===== src/rtl/stack_arbiter.sv =====
// Round-robin arbiter sharing one pushdown stack between two req/ack requesters.
// Define STACK_ARB_FIXED_PRI_EN for fixed priority (requester 0 always wins ties).
module stack_arbiter #(
    parameter int unsigned DW = 8
) (
    input  logic          CLK,
    input  logic          Reset,
    input  logic          Req0,
    input  logic          Op0,
    input  logic [DW-1:0] WrData0,
    output logic          Ack0,
    input  logic          Req1,
    input  logic          Op1,
    input  logic [DW-1:0] WrData1,
    output logic          Ack1,
    output logic          Err,
    output logic [DW-1:0] RdData,
    output logic          Busy,
    output logic [DW-1:0] StkI,
    input  logic [DW-1:0] StkO,
    output logic          StkPushPop,
    output logic          StkEnable,
    input  logic          StkEmpty,
    input  logic          StkFull
);

    typedef enum logic [1:0] {StIdle, StIssue, StResp} state_e;

    state_e        r_state;
    state_e        w_state_next;
    logic          r_win;
    logic          r_op;
    logic [DW-1:0] r_data;
    logic          r_reject;
    logic [DW-1:0] r_rd_data;

    logic          w_req_any;
    logic          w_grant;
    logic          w_reject;

    assign w_req_any = Req0 | Req1;
    assign w_reject  = r_op ? StkEmpty : StkFull;

`ifdef STACK_ARB_FIXED_PRI_EN
    assign w_grant = ~Req0;
`else
    logic r_last;

    // Ties go to whichever requester was not served last.
    assign w_grant = (Req0 & Req1) ? ~r_last : Req1;

    always_ff @(posedge CLK or negedge Reset) begin
        if (!Reset) begin
            r_last <= 1'b1;
        end else if (r_state == StResp) begin
            r_last <= r_win;
        end
    end
`endif

    always_ff @(posedge CLK or negedge Reset) begin
        if (!Reset) begin
            r_state   <= StIdle;
            r_win     <= 1'b0;
            r_op      <= 1'b0;
            r_data    <= '0;
            r_reject  <= 1'b0;
            r_rd_data <= '0;
        end else begin
            r_state <= w_state_next;
            if (r_state == StIdle && w_req_any) begin
                r_win  <= w_grant;
                r_op   <= w_grant ? Op1 : Op0;
                r_data <= w_grant ? WrData1 : WrData0;
            end
            if (r_state == StIssue) begin
                r_reject <= w_reject;
                if (!w_reject && r_op) begin
                    r_rd_data <= StkO;
                end
            end
        end
    end

    always_comb begin
        w_state_next = r_state;
        Ack0         = 1'b0;
        Ack1         = 1'b0;
        Err          = 1'b0;
        StkEnable    = 1'b0;
        StkPushPop   = 1'b0;
        StkI         = '0;
        unique case (r_state)
            StIdle: begin
                if (w_req_any) begin
                    w_state_next = StIssue;
                end
            end
            StIssue: begin
                if (!w_reject) begin
                    StkEnable  = 1'b1;
                    StkPushPop = r_op;
                    StkI       = r_data;
                end
                w_state_next = StResp;
            end
            StResp: begin
                Ack0         = ~r_win;
                Ack1         = r_win;
                Err          = r_reject;
                w_state_next = StIdle;
            end
            default: w_state_next = StIdle;
        endcase
    end

    assign Busy   = (r_state != StIdle);
    assign RdData = r_rd_data;

endmodule


===== config.mk =====
export PLATFORM = sky130hd
export DESIGN_NAME = stack_arbiter
export DESIGN_NICKNAME = d
export VERILOG_FILES = /design/src/rtl/stack_arbiter.sv
export SDC_FILE = /design/constraint.sdc
export NUM_CORES = 1
export LEC_CHECK = 0
export CAP_MARGIN = 15
export CORE_MARGIN = 1
export CORE_UTILIZATION = 33
export DETAILED_ROUTE_END_ITERATION = 8
export PLACE_DENSITY = 0.75
export SLEW_MARGIN = 10
export SYNTH_ARGS = -nofsm -noshare
export SYNTH_HDL_FRONTEND = slang
export SYNTH_SLANG_ARGS = --single-unit
export TNS_END_PERCENT = 10

===== constraint.sdc =====
create_clock -name CLK -period 1.95 [get_ports CLK]
set_clock_uncertainty 0.1 [all_clocks]
set_input_delay 0.195 -clock CLK [delete_from_list [all_inputs] [get_ports CLK]]
set_output_delay 0.195 -clock CLK [all_outputs]
set_load 0.02 [all_outputs]

== Yosys cells after proc, flatten, opt, wreduce, memory -nomap -nowiden ==
Cells that the tools add are included.

* Multipliers: 0
* Bitwise gates (word level): 4
* Divide/modulo/power cells: 0
* Add/subtract/negate cells: 0
* Equality and inequality tests: 3
* Shift operators: 0
* Multiplexer cells: 15
* Reduce and logical (&&, ||, !) cells: 6
* $lt $le $gt $ge: 0

{| class="wikitable"
|+ Operators by type and width
! cell !! count
|-
| 8-bit two-way mux || 3
|-
| 1-bit two-way mux || 10
|-
| 2-bit case mux with 2 select lines || 1
|-
| 2-bit by 1-bit equality test with 1-bit output, second input constant || 1
|-
| 2-bit equality test, second input constant || 1
|-
| 1-bit logical AND || 2
|-
| 2-bit zero test || 1
|-
| 2-bit two-way mux || 1
|-
| 2-bit != test, second input constant || 1
|-
| 1-bit inverter || 2
|-
| 2-bit AND reduction || 1
|-
| 2-bit nonzero test || 1
|-
| 1-bit bitwise AND || 1
|-
| 1-bit zero test || 1
|-
| 1-bit bitwise OR || 1
|}

* Memories: 0
* Register bits after elaboration: 22
* Bits in read-only memories: 0
* Input bits: 32
* RAM bits: 0
* Word-level logic and storage cells: 35
* Bits in latches: 0
* Output and inout port bits: 22

== Longest topological paths before layout ==
Gate-level depths: netlist (run 1).

* Depth in word-level cells: 4
* Depth in mapped cells: 4
* Gate-level depth less buffers: 3

== Worst setup path before layout (run 1) ==
OpenSTA, ideal clock, no wires.

* Path kind: register to register
* Start point: register r_last
* End point: register r_data[0]
* Arrival time: 1.306 ns
* Path slack: 0.420 ns
* Path buffers: 1
* Data required time: 1.725 ns
* Cell stages (with the launch flop): 5
* Setup time: 0.125 ns
* Path through: dfstp_2 > a21bo_1 > buf_6 > mux2_4 > mux2_2

* Cells in the longest elaborated chain, start to end: 3

{| class="wikitable"
|+ RTL lines
! element !! RTL line !! RTL
|-
| from (decl) || 47 || <nowiki>logic r_last;</nowiki>
|-
| from (signal assigned) || 56 || <nowiki>r_last <= r_win;</nowiki>
|-
| 1-bit inverter || 50 || <nowiki>assign w_grant = (Req0 & Req1) ? ~r_last : Req1;</nowiki>
|-
| 1-bit two-way mux || 50 ||
|-
| 8-bit two-way mux || 74 || <nowiki>r_data <= w_grant ? WrData1 : WrData0;</nowiki>
|-
| to (signal assigned) || 74 ||
|-
| to (decl) || 33 || <nowiki>logic [DW-1:0] r_data;</nowiki>
|}

No other way between the ends.
A chain may end at the register's enable or synchronous reset.

== Worst setup path in the final report (run 1) ==
* Start point: register r_op
* End point: output StkI[1]

* Cells in the longest elaborated chain, start to end: 3

{| class="wikitable"
|+ RTL lines
! element !! RTL line !! RTL
|-
| from (decl) || 32 || <nowiki>logic r_op;</nowiki>
|-
| from (signal assigned) || 73 || <nowiki>r_op <= w_grant ? Op1 : Op0;</nowiki>
|-
| 1-bit two-way mux || 42 || <nowiki>assign w_reject = r_op ? StkEmpty : StkFull;</nowiki>
|-
| 8-bit two-way mux || 100 || <nowiki>if (!w_reject) begin</nowiki>
|-
| 8-bit two-way mux || 93 || <nowiki>unique case (r_state)</nowiki>
|-
| to (decl) || 19 || <nowiki>output logic [DW-1:0] StkI,</nowiki>
|}

No other way between the ends.

==> results of run 1 <==
## synth_stat cells
master	n	area share, %
and3b_1	1	0.82
dfstp_2	1	2.5
clkbuf_1	1	0.35
dfrtp_1	21	49
buf_6	1	1.1
mux2_2	18	19
a21bo_1	1	0.94
mux2_4	9	13
nor2b_1	3	1.8
and2_1	3	1.8
and3_1	8	4.7
o21ai_0	1	0.47
inv_1	2	0.71
buf_2	2	0.94
nor2_1	3	1.1
mux2i_1	1	0.94
o2bb2ai_1	1	0.82
## power groups by stage
stage | sequential (mW) | combinational (mW) | clock (mW)
after floorplan | 0.903 | 0.622 | 0
after global placement | 0.810 | 1.25 | 0
after detailed placement | 0.826 | 1.29 | 0
after CTS | 0.816 | 1.24 | 0.355
after global routing | 0.849 | 1.31 | 0.374
final | 0.812 | 1.23 | 0.346
## area by class of cell
cell class	instances	area (µm²)	share of cell area, %
clock inverter	1	30.0	1.73
sequential	22	552	31.9
multi-input combinational	49	484	28.0
timing repair buffer	60	581	33.5
tap	44	55.1	3.18
clock buffer	3	22.5	1.30
inverter	2	7.51	0.434
## flip-flops by register name, summed over array words and instances (netlist names)
signal	count
r_last	1
r_data	8
RdData	8
r_state	2
r_op	1
r_win	1
r_reject	1
## worst max path at each step
stage / start / end / slack (ps)
after global routing: r_op$_DFFE_PN0P_ / StkI[1] / 2
after CTS: r_state[0]$_DFFE_PN0P_ / StkPushPop / 30
after global placement: StkEmpty / StkI[4] / -20
after detailed placement: StkEmpty / StkI[2] / -50
after floorplan: r_last$_DFFE_PN1N_ / r_data[0]$_DFFE_PN0P_ / 420
final: r_op$_DFFE_PN0P_ / StkI[1] / 100
## stage by stage
| step | power [mW] | util (%) |
|---|---|---|
| floorplan | 1.53 | - |
| global placement | 2.06 | 55.3 |
| detailed placement | 2.12 | 55.3 |
| CTS | 2.42 | 56.6 |
| global route | 2.53 | 56.7 |
| finish | 2.39 | 56.7 |
## cell families after synthesis
kind of cell	Yosys count
multiplexers	28
flip-flops	22
AND/OR/NAND/NOR	18
buffers and inverters	6
AO/OA/AOI/OAI	3
## routing by layer
layer / wire length, µm / vias up / part of all wire, % / global-route usage, %
li1: - / 393 / - / -
met1: 944 / 380 / 40 / 16.7
met5: 0 / - / 0 / 0
met2: 1250 / 30 / 54 / 28.4
met4: 27 / 0 / 1.2 / 7.14
met3: 114 / 2 / 4.9 / 2.20
## what timing repair did
action                     in CTS  in global routing
gates resized for setup        14                  2
hold buffers                    0                  0
setup endpoints to repair      13                 10
gates cloned                    0                  0
==> impl_metrics.csv, run 1 <==
group,metric,value,unit
global_route,antenna_found_initial,0,
clock_network,clkTransAtPathRegs,130,ps
cells_and_area,layout_common_cells,"clkdlybuf4s50_1 (40), dfrtp_1 (21), mux2_2 (18), dlygate4sd2_1 (12), mux2_4 (9)",
floorplan,dieArea,3450,µm²
global_route,track_usage,15.2,%
synth,syn_nets,109,
synth,synth_top_family_by_area,"multiplexers",
place,place_area,1690,µm²
synth,synth_area,1060,µm²
place,place_ws,-45.6,ps
setup_path,worst-path-stages,4,
synth,synth_cell_types,17,
flow_run,maxCapViolCount,0,
cells_and_area,finish.instance_area,1730,µm²
floorplan,core_area,3050,µm²
power_and_ir_drop,swShare,33.7,%
place,dp.final_hpwl,1850,µm
setup_path,r2r_cells,5,
sta,min_period,1850,ps
power_and_ir_drop,p_seq_share,34.0,%
drt,wl,2340,µm
sta,postLayoutSetupSlackWorst,103,ps
setup_path,worst-path-buf-inv,2,
drt,first_pass_iters,4,
floorplan,die_w,58.8,µm
cells_and_area,final_cells,181,
sta,rsz0062_at_grt,"false",
cells_and_area,area_growth,62.8,%
sta,hold_viol,0,
sta,drv_slew,0,
place,place_congestion,0.727,
drt,drc,0,
setup_path,crit_fanout,9,
drt,vias,805,
sta,min_period_over_period,94.7,%
run_status,status,"finished, final reports clean",
global_route,grt-ovfl-total,0,
global_route,grt_max_degree,23,
place,portBuffers,53,
power_and_ir_drop,p_leak,0.833,nW
sta,whs,115,ps
cells_and_area,fillers,278,
setup_path,crit_path_top_delay_cell,"dfrtp_1",
setup_path,start_kind,"flip-flop",
synth,yosys_warnings,0,
synth,ys_ff_latch,22,
setup_path,reg2reg_to,"RdData[1]$_DFFE_PN0P_",
power_and_ir_drop,p_int,1.58,mW
cells_and_area,final_common_cell,"clkdlybuf4s50_1",
synth,synth-xor-area-share,0,%
drt,drt_iter0_drc,10,
floorplan,num_io_pins,54,
global_route,grt_pass1_wl,3820,µm
setup_path,worst_setup_path_end_kind,"output pin",
synth,synth_simple_gate_area_share,10.1,%
synth,ys_seq_area_share,51.9,%
floorplan,die_h,58.8,µm
cells_and_area,finalNetCount,170,
setup_path,cp_slowest_stage_delay,390,ps
clock_network,postCtsSetupRepairBufs,0,
place,dp.cells,177,
setup_path,cp.required,1650,ps
synth,post_synth.cell_area_avg,13.8,µm²
sta,worst_pin_slew,274,ps
setup_path,criticalPathCategory,"reg2out",
setup_path,cp.arrival,1550,ps
clock_network,clockBufferDepth,2,
synth,synthCells,77,
clock_network,clock-root-buffer,"clkbuf_4",
hold_path,hold_class,"in2async",
global_route,grt_pass1_vias,836,
sta,slew_headroom,81.7,%
cells_and_area,drive_gt1_share,29.9,%
clock_network,cts_sinks,22,
clock_network,htreeDepth,1,
power_and_ir_drop,power.switching,807,µW
synth,synthAdderAreaFrac,0,%
clock_network,cts_buffers,3,
power_and_ir_drop,power.density,1380,nW/µm²
floorplan,std_cell_rows,20,
drt,viasPerCell,4.45,
sta,max_freq,0.541,GHz
sta,setup_viol,0,
setup_path,r2r-start,"r_state[0]$_DFFE_PN0P_",
sta,fin_setup_tns,0,ps
setup_path,cpLargestDelayFamily,"buffers and inverters",
power_and_ir_drop,power_frac_clock,14.5,%
drt,wl_per_cell,12.9,µm
power_and_ir_drop,power_frac_comb,51.5,%
floorplan,initial_utilization,34.8,%
clock_network,worst_skew_pair.late_latency,310,ps
drt,postRouteAntennaNets,0,
clock_network,cts_tree,"yes",
cells_and_area,n_antenna_cell,0,
setup_path,r2r_slack,310,ps
power_and_ir_drop,ir_drop,0.000453,V
synth,synth.area.mux_share,32.7,%
synth,synth_compound_area_share,2.24,%
setup_path,crit_chain,"mux2i_1 -> buf_4 -> and3_1 -> dlygate4sd2_1",
Power figures use the tool's default switching activity.
==> run 2, diff against run 1 <==
- CORE_UTILIZATION: 33 -> 35
- GPL_ROUTABILITY_DRIVEN: default -> 0
- PLACE_DENSITY: 0.75 -> 0.79
==> impl_metrics.csv, run 2 (synthesis gave the netlist of run 1 again) <==
group,metric,value,unit
run_status,status,"finished with violations",
run_status,violations,"DRC",
drt,drc,2,
power_and_ir_drop,power.total,2.26,mW
drt,wl,2310,µm
clock_network,clkTransAtPathRegs,120,ps
floorplan,initial_utilization,37.6,%
floorplan,die_w,57.1,µm
drt,routed.top_layer,"met4",
cells_and_area,layout_common_cells,"clkdlybuf4s50_1 (40), dfrtp_1 (21), mux2_2 (18), mux2_4 (9)",
sta,whs,109,ps
power_and_ir_drop,power.density,1350,nW/µm²
clock_network,worst_skew_pair.late_latency,310,ps
sta,max_freq,0.541,GHz
clock_network,postCtsSetupRepairBufs,0,
place,place_ws,-58.4,ps
global_route,antenna_found_initial,0,
floorplan,std_cell_rows,19,
floorplan,num_io_pins,54,
floorplan,dieArea,3260,µm²
drt,vias,796,
drt,wl_per_cell,13.9,µm
setup_path,start_kind,"flip-flop",
cells_and_area,area_growth,57.4,%
setup_path,crit_fanout,9,
flow_run,maxCapViolCount,0,
clock_network,cts_sinks,22,
floorplan,die_h,57.1,µm
sta,fin_setup_tns,0,ps
setup_path,criticalPathCategory,"reg2out",
setup_path,r2r_cells,3,
floorplan,core_area,2830,µm²
cells_and_area,fillers,252,
sta,min_period,1850,ps
sta,hold_viol,0,
sta,min_period_over_period,94.7,%
setup_path,cp.required,1650,ps
cells_and_area,finalNetCount,168,
setup_path,cp.arrival,1550,ps
drt,dr_wl_met3,86,µm
sta,slew_headroom,64.2,%
drt,viasPerCell,4.80,
power_and_ir_drop,ir_drop,0.000550,V
cells_and_area,drive_gt1_share,28.9,%
sta,postLayoutSetupSlackWorst,103,ps
drt,met1_length,870,µm
global_route,grt_pass1_wl,3900,µm
clock_network,cts_buffers,3,
drt,drt_iter0_drc,11,
drt,postRouteAntennaNets,0,
sta,rsz0062_at_grt,"false",
sta,worst_pin_slew,537,ps
power_and_ir_drop,p_leak,0.830,nW
place,dp.final_hpwl,1840,µm
sta,setup_viol,0,
sta,drv_slew,0,
global_route,grt-ovfl-total,0,
clock_network,cts_tree,"yes",
clock_network,htreeDepth,1,
global_route,grt_max_degree,23,
setup_path,worst_setup_path_end_kind,"output pin",
drt,routed-wl-met2,1280,µm
clock_network,clockBufferDepth,2,
cells_and_area,finalCoreUtilization,59.2,%
global_route,grt_pass1_vias,893,
drt,first_pass_iters,5,
cells_and_area,n_antenna_cell,0,
hold_path,hold_class,"in2async",
cells_and_area,final_common_cell,"clkdlybuf4s50_1",
global_route,track_usage,16.0,%
place,portBuffers,53,
clock_network,clock-root-buffer,"clkbuf_4",
==> run 2: stage by stage <==
stage / instances / instance area (µm²)
4_1_cts: 166 / 1670
3_3_place_gp: 162 / 1650
6_report: 166 / 1670
5_1_grt: 166 / 1670
3_5_place_dp: 162 / 1650
2_1_floorplan: 77 / 1060
==> run 2: what timing repair did <==
action,CTS,global route
endpoints found under the setup margin,13,5
gates resized for setup,12,6
hold buffers,0,0
cloned,0,0
==> run 2: worst max-delay path, stage by stage (launching register included) <==
cell and delay, ps:
dfrtp_1 400, mux2i_1 190, buf_4 170, and3_1 150
dlygate4sd2_1 340
==> run 2: area by class of cell <==
| class | count | area, µm² | share of cell area (%) |
|---|---|---|---|
| Sequential cell | 22 | 552 | 33.0 |
| Multi-Input combinational cell | 49 | 482 | 28.8 |
| Tap cell | 31 | 38.8 | 2.32 |
| Timing Repair Buffer | 58 | 558 | 33.3 |
| Inverter | 2 | 7.51 | 0.448 |
| Clock buffer | 4 | 36.3 | 2.17 |
==> run 2: worst paths after layout <==
check / endpoint / slack, ps / from
worst max-delay path: StkI[1] / 100 / r_op$_DFFE_PN0P_
worst min-delay path: RdData[6]$_DFFE_PN0P_ / 110 / Reset
worst max register to register: r_data[1]$_DFFE_PN0P_ / 140 / r_last$_DFFE_PN1N_
worst min register to register: r_reject$_DFFE_PN0P_ / 420 / r_reject$_DFFE_PN0P_
max in group asynchronous: r_last$_DFFE_PN1N_ / 1370 / Reset
min in group CLK: RdData[3]$_DFFE_PN0P_ / 390 / StkO[3]
==> run 2: where the power goes <==
part | leakage [nW] | total, mW | switching (mW) | internal (mW)
combinational | 0.549 | 1.19 | 0.535 | 0.657
clock | 0.0210 | 0.254 | 0.139 | 0.114
sequential | 0.259 | 0.819 | 0.123 | 0.696
==> run 2: routing by layer <==
layer  GRT usage [%]  vias up
met5               0        -
met2            29.6       25
met3            1.81        7
met4            11.5        0
met1            16.8      380
li1                -      384
